[src/rtl/muladd_rr_scheduler.sv]
// Round-robin front end sharing one pipelined multiply-add DSP between N_REQ requesters.
// A tag pipeline matched to the DSP latency routes each result back to the requester that issued it.
module muladd_rr_scheduler #(
  parameter int N_REQ = 4,
  parameter int LAT   = 3
) (
  input  logic                       ap_clk,
  input  logic                       ap_rst,
  input  logic                       ap_ce,
  input  logic [N_REQ-1:0]           req_valid,
  output logic [N_REQ-1:0]           req_ready,
  input  logic [N_REQ*27-1:0]        req_a,
  input  logic [N_REQ*18-1:0]        req_b,
  input  logic [N_REQ*48-1:0]        req_c,
  output logic                       dsp_ce,
  output logic [26:0]                dsp_din0,
  output logic [17:0]                dsp_din1,
  output logic [47:0]                dsp_din2,
  input  logic [47:0]                dsp_dout,
  output logic [N_REQ-1:0]           rsp_valid,
  output logic [47:0]                rsp_data,
  output logic [$clog2(LAT+1)-1:0]   inflight
);

  localparam int IDW = $clog2(N_REQ);
  localparam int CW  = $clog2(LAT+1);

  logic [IDW-1:0]   r_last;
  logic [LAT-1:0]   r_tag_v;
  logic [IDW-1:0]   r_tag_id [LAT];
  logic [CW-1:0]    r_inflight;

  logic             w_found;
  logic [IDW-1:0]   w_idx;
  logic [IDW-1:0]   w_gid;
  logic             w_issue;
  logic             w_retire;
  logic [N_REQ-1:0] w_grant;
  logic [N_REQ-1:0] w_rsp_valid;

  // Search starts just after the most recent grant and wraps around.
  always_comb begin
    w_found = 1'b0;
    w_gid   = '0;
    w_idx   = '0;
    for (int k = 0; k < N_REQ; k++) begin
      w_idx = IDW'((int'(r_last) + 1 + k) % N_REQ);
      if (!w_found && req_valid[w_idx]) begin
        w_found = 1'b1;
        w_gid   = w_idx;
      end
    end
  end

  assign w_issue  = w_found & ap_ce & ~ap_rst;
  assign w_retire = r_tag_v[LAT-1];

  always_comb begin
    w_grant = '0;
    if (w_issue) w_grant[w_gid] = 1'b1;
  end

  // Gating with ap_rst too keeps results of dropped operations from escaping in the reset cycle.
  always_comb begin
    w_rsp_valid = '0;
    if (ap_ce && !ap_rst && w_retire) w_rsp_valid[r_tag_id[LAT-1]] = 1'b1;
  end

  always_ff @(posedge ap_clk) begin
    if (ap_rst) begin
      r_tag_v    <= '0;
      r_inflight <= '0;
      r_last     <= IDW'(N_REQ-1);
    end else if (ap_ce) begin
      r_tag_v[0]  <= w_issue;
      r_tag_id[0] <= w_gid;
      for (int k = 1; k < LAT; k++) begin
        r_tag_v[k]  <= r_tag_v[k-1];
        r_tag_id[k] <= r_tag_id[k-1];
      end
      if (w_issue) r_last <= w_gid;
      case ({w_issue, w_retire})
        2'b10:   r_inflight <= r_inflight + CW'(1);
        2'b01:   r_inflight <= r_inflight - CW'(1);
        default: r_inflight <= r_inflight;
      endcase
    end
  end

  assign req_ready = w_grant;
  assign dsp_ce    = ap_ce;
  assign dsp_din0  = w_issue ? req_a[w_gid*27 +: 27] : '0;
  assign dsp_din1  = w_issue ? req_b[w_gid*18 +: 18] : '0;
  assign dsp_din2  = w_issue ? req_c[w_gid*48 +: 48] : '0;
  assign rsp_valid = w_rsp_valid;
  assign rsp_data  = dsp_dout;
  assign inflight  = r_inflight;

endmodule

[config.mk]
export PLATFORM = sky130hd
export DESIGN_NAME = muladd_rr_scheduler
export DESIGN_NICKNAME = d
export VERILOG_FILES = /design/src/rtl/muladd_rr_scheduler.sv
export SDC_FILE = /design/constraint.sdc
export NUM_CORES = 1
export LEC_CHECK = 0
export BUFFER_PORTS_ARGS = -buffer_cell sky130_fd_sc_hd__buf_2
export CAP_MARGIN = 20
export CORE_AREA = 2 2 228 230
export DETAILED_ROUTE_END_ITERATION = 12
export DIE_AREA = 0 0 230 232
export PLACE_DENSITY = 0.33
export SLEW_MARGIN = 10
export SYNTH_ARGS = -nofsm -noshare
export SYNTH_HDL_FRONTEND = slang
export SYNTH_SLANG_ARGS = --single-unit
[constraint.sdc]
create_clock -name ap_clk -period 2 [get_ports ap_clk]
set_input_delay 0.2 -clock ap_clk [delete_from_list [all_inputs] [get_ports ap_clk]]
set_output_delay 0.2 -clock ap_clk [all_outputs]
set_load 0.01 [all_outputs]
-- Word level (Yosys, flattened, before mapping)
Memories as Yosys holds them, arrays and structs flattened.
Index checks and enable logic that the tools add are counted.
- memories: 1
- bits in registers: 7
- bits in writable memories: 6
- add/sub/neg operators: 6
- multipliers: 3
- order comparisons: 8
- eq/ne operators: 2
- shift-type cells: 3
- multiplexer cells: 29
- reduce and logical (&&, ||, !) cells: 14
- bitwise logic cells: 3
- memory list (memory ; words ; width ; rd ports ; clocked after Yosys merged registers in ; wr ports ; RTL line ; RTL):
    r_tag_id ; 3 ; 2 ; 3 ; 0 ; 3 ; 30 ; logic [IDW-1:0] r_tag_id [LAT];
- operator list (cell ; number):
    $shiftx A192 B9 Y48 ; 1
    $shiftx A108 B8 Y27 ; 1
    $shiftx A72 B8 Y18 ; 1
    $mux W48 ; 1
    $mux W27 ; 1
    $lt A2 B3 Y1 const B ; 6
    $mux W18 ; 1
    $mux W1 ; 13
    $bmux W1 S2 ; 4
    $mux W2 ; 4
    $mux W4 ; 2
    $logic_and A1 B1 Y1 ; 7
    $mul A2 B5 Y7 const B ; 1
    $add A2 B2 Y2 const B ; 3
    $mul A2 B4 Y6 const B ; 1
    $add A2 B1 Y2 const B ; 2
    $demux W1 S2 ; 2
    $ge A2 B1 Y1 const B ; 2
    $logic_not A1 Y1 ; 4
    $mul A2 B2 Y4 const B ; 1
    $pmux W2 S2 ; 1
    $reduce_and A2 Y1 ; 2
    $and A1 B1 Y1 ; 2
    $eq A2 B1 Y1 const B ; 1
    other kinds (4) ; 4

-- Depth between registers and ports, before layout
- depth after elaboration: 18
- depth in mapped cells: 9
- depth with buffers taken out: 9

-- Worst setup path after synthesis
OpenSTA, ideal clock, no wires.
- path kind: reg2out
- from: reg r_last[0]
- to: out dsp_din2[10]
- arrival time: 1499 ps
- buffers on the path: 3
- slack: 301 ps
- cell stages (with the launch flop): 9
- cells stage by stage: dfxtp_1 nand2b_1 o21ai_1 a211oi_2 buf_6 buf_12 buf_8 mux2i_1 o22ai_2
- longest elaborated chain between the ends: 16
- elaborated cells on any way between the ends: 31
- ends and longest elaborated chain (what ; RTL line ; RTL):
    from (decl) ; 28 ; logic [IDW-1:0] r_last;
    from (signal assigned) ; 73 ; r_last <= IDW'(N_REQ-1);
    from (signal assigned) ; 81 ; if (w_issue) r_last <= w_gid;
    $add A2 B1 Y2 (*) ; 47 ; w_idx = IDW'((int'(r_last) + 1 + k) % N_REQ);
    branches (longest 14 deep; another with $mul A2 B2 Y4) ; n/a ;
    $mux W48 (*) ; 94 ; assign dsp_din2 = w_issue ? req_c[w_gid*48 +: 48] : '0;
    to (decl) ; 18 ; output logic [47:0] dsp_din2,
Mark *: on every way between the ends. The select of a mux whose other input is x is not followed.

-- Worst setup path after layout
- from: reg r_last[0]
- to: out dsp_din0[6]
- longest elaborated chain between the ends: 16
- elaborated cells on any way between the ends: 31
- ends and longest elaborated chain (what ; RTL line ; RTL):
    $add A2 B1 Y2 (*) ; 47 ;
    branches (longest 14 deep; another with $mul A2 B5 Y7) ; n/a ;
    $mux W27 (*) ; 92 ; assign dsp_din0 = w_issue ? req_a[w_gid*27 +: 27] : '0;
    to (decl) ; 16 ; output logic [26:0] dsp_din0,
Marks and branches as above.

==> flow_summary_export.csv <==
group,metric,value,unit
sta,rsz0062_at_grt,"true",
sta,max_freq,0.428,GHz
yosys,syn_avg_cell_area,9.35,sq um
setup_path,rr_worst_depth,11,
power_and_ir_drop,vdd_drop_max,0.273,mV
cts,clk_pin_slew,40,ps
setup_path,cp-end-kind,"primary output",
setup_path,crit_arrival,2140,ps
global_routing,grt_max_degree,18,
hold_path,hold_depth,3,
floorplan,dieArea,53400,sq um
cts,clockBufferDepth,2,
yosys,ys.flop_type,"dfxtp_1",
yosys,synth_nets,858,
route,wl,26.2,mm
finish,diodes,0,
place,numPortBuffers,482,
status,violations,"negative setup slack",
yosys,async_reset_ff_frac,0,
cts,clock-sinks,13,
finish,syn2layout_area_growth,119,%
sta,timing.final.crit_period,2340,ps
setup_path,worstSetupStartpointType,"flop",
run,drv_cap,0,
setup_path,cp.required,1800,ps
sta,max_slew_margin,0.780,
setup_path,crit_type,"reg2out",
floorplan,rows,83,
finish,final_nets,1369,
finish,final_util,0.173,
yosys,synth-edff-count,6,
route,ant_nets,0,
yosys,synth.cell_area,4020,sq um
sta,worst_pin_slew,321,ps
sta,worst_slack,-336,ps
floorplan,start_util,0.0791,
global_routing,grt_pass1_vias,5683,
finish,finalInstanceArea,8820,sq um
place,dpl.hpwl,19.2,mm
place,post-place-ws,-143,ps
finish,drive_gt1_frac,0.759,
yosys,ys_warn_count,0,
status,outcome,"finished with violations",
global_routing,grt_pass1_wl,35.0,mm
global_routing,overflow,0,
route,detail_route.vias_per_cell,3.41,
cts,htreeDepth,1,
yosys,synthCells,430,
sta,finalMaxSlewViolations,0,
cts,clock_latency,240,ps
floorplan,io_pins,579,
sta,setup_viol,96,
route,drt-wirelength-per-cell,16.2,microns
setup_path,path_max_fanout,7,
yosys,ys_seq_area_frac,0.0796,
place,gp_congestion,0.833,
route,drt-initial-drc-count,104,
sta,fin_skew,0.664,ps
sta,whs,294,ps
route,route.detailed.drc,0,
sta,finalCritPeriodShare,1.17,
place,dpl_cell_area,7190,sq um
cts,cts_tree,"built",
floorplan,die_w,230,microns
route,via_count,5528,
cts,cts_root_buffer,"clkbuf_16",
hold_path,hp-class,"in2reg",
yosys,ys_ff_latch,13,
floorplan,core_area,50900,sq um
yosys,synth_cell_types,34,
global_routing,antenna_found_initial,0,
sta,hold_viol_final,0,
floorplan,die_y,232,microns
power_and_ir_drop,p_leak,4.45,nW
cts,numCtsBuffers,3,
global_routing,grt.total_usage,0.0878,
route,drtPass1Iterations,4,
power_and_ir_drop,power_density,431,nW/um^2
-- cell usage after synthesis, types with 3 or more instances --
cell	count	area [sq um]
clkbuf_4	9	67.6
nor2_1	12	45.0
nand2b_1	4	25.0
mux2i_1	188	1880
edfxtp_1	6	180
buf_4	50	375
buf_2	11	55.1
dfxtp_1	7	140
o22ai_1	64	400
buf_8	6	90.1
buf_6	3	33.8
nand2_1	4	15.0
o22ai_2	30	375
buf_12	8	160
clkbuf_1	4	15.0
-- timing repair --
| item | in CTS | in global routing |
|---|---|---|
| hold buffers | 0 | 0 |
| pin swaps | 36 | 27 |
| gates cloned | 15 | 3 |
| hold endpoints to repair | 0 | 0 |
| gates resized for setup | 113 | 81 |
| setup buffers | 21 | 5 |
| setup endpoints to repair | 97 | 97 |
-- metrics by stage --
stage               std cells  total power [W]  TNS, ps
floorplan                 430          0.00171        0
global placement         1577          0.00247    -7410
detailed placement       1577          0.00247    -6800
CTS                      1617          0.00362   -24790
global route             1620          0.00403   -32970
finish                   1620          0.00380   -22800
-- layout make-up --
class / count / area [sq um]
clock buffers: 4 / 78.8
repair buffers: 597 / 4120
fillers: 5764 / 42100
flip-flops and latches: 13 / 323
inverters: 3 / 11.3
multi-input cells: 323 / 3430
well taps: 680 / 851
-- placed cells by master, fill, tap and decap left out, types with 2 or more instances in the layout --
cell type and instances:
buf_2 479, mux2i_1 127, o22ai_1 53, buf_4 47
mux2i_2 42, o22ai_2 40, buf_12 22, mux2i_4 19
buf_8 18, buf_16 14, buf_6 12, nor2_1 11
clkbuf_16 6, edfxtp_1 6, dfxtp_1 5, nand2b_4 3
nand2_1 3, inv_1 2, nor3_1 2, and2b_1 2
xor2_1 2, bufbuf_16 2, dfxtp_2 2
-- power breakdown --
group / internal [W] / total [W] / switching (W)
Sequential: 0.000299 / 0.000312 / 0.0000127
Clock: 0.000268 / 0.000369 / 0.000101
Combinational: 0.00179 / 0.00312 / 0.00132
Total: 0.00236 / 0.00380 / 0.00144
-- worst max-delay path: stages (launching register included) --
cell and delay (ps):
dfxtp_2 330, nand2b_4 130, a21oi_4 50, a211oi_4 270, buf_4 170, buf_12 140, buf_12 150, mux2i_1 340
o22ai_1 140, buf_2 160
-- kinds of logic after synthesis --
| logic type | count (synthesis) | synth area share |
|---|---|---|
| flops | 13 | 0.0796 |
| fa+ha+maj | 1 | 0.00311 |
| buf+inv | 94 | 0.201 |
| xor+xnor | 3 | 0.00653 |
| simple gates | 29 | 0.0355 |
| mux | 188 | 0.468 |
| compound gates | 102 | 0.207 |
-- per-layer routing --
metal,global-route usage,wire length (microns),up-vias,part of all wire
met2,0.173,14300,284,0.55
met4,0.0260,667,0,0.025
li1,-,-,2639,-
met5,0,0,-,0
met1,0.0948,9760,2575,0.37
met3,0.0140,1490,30,0.057
-- registers in the layout, indices dropped and copies added (netlist names) --
name / flops
inflight: 2
r_last: 2
r_tag_id: 6
r_tag_v: 3
-- worst paths after layout --
path,end,slack [ps],start
worst max-delay path,dsp_din0[6],-340,r_last[0]
worst min-delay path,inflight[0],290,ap_rst
worst max register to register,r_last[1],70,r_last[0]
worst min register to register,r_tag_id[0][5],410,r_tag_id[0][3]
Note: power is estimated with default switching activity, not from simulation.
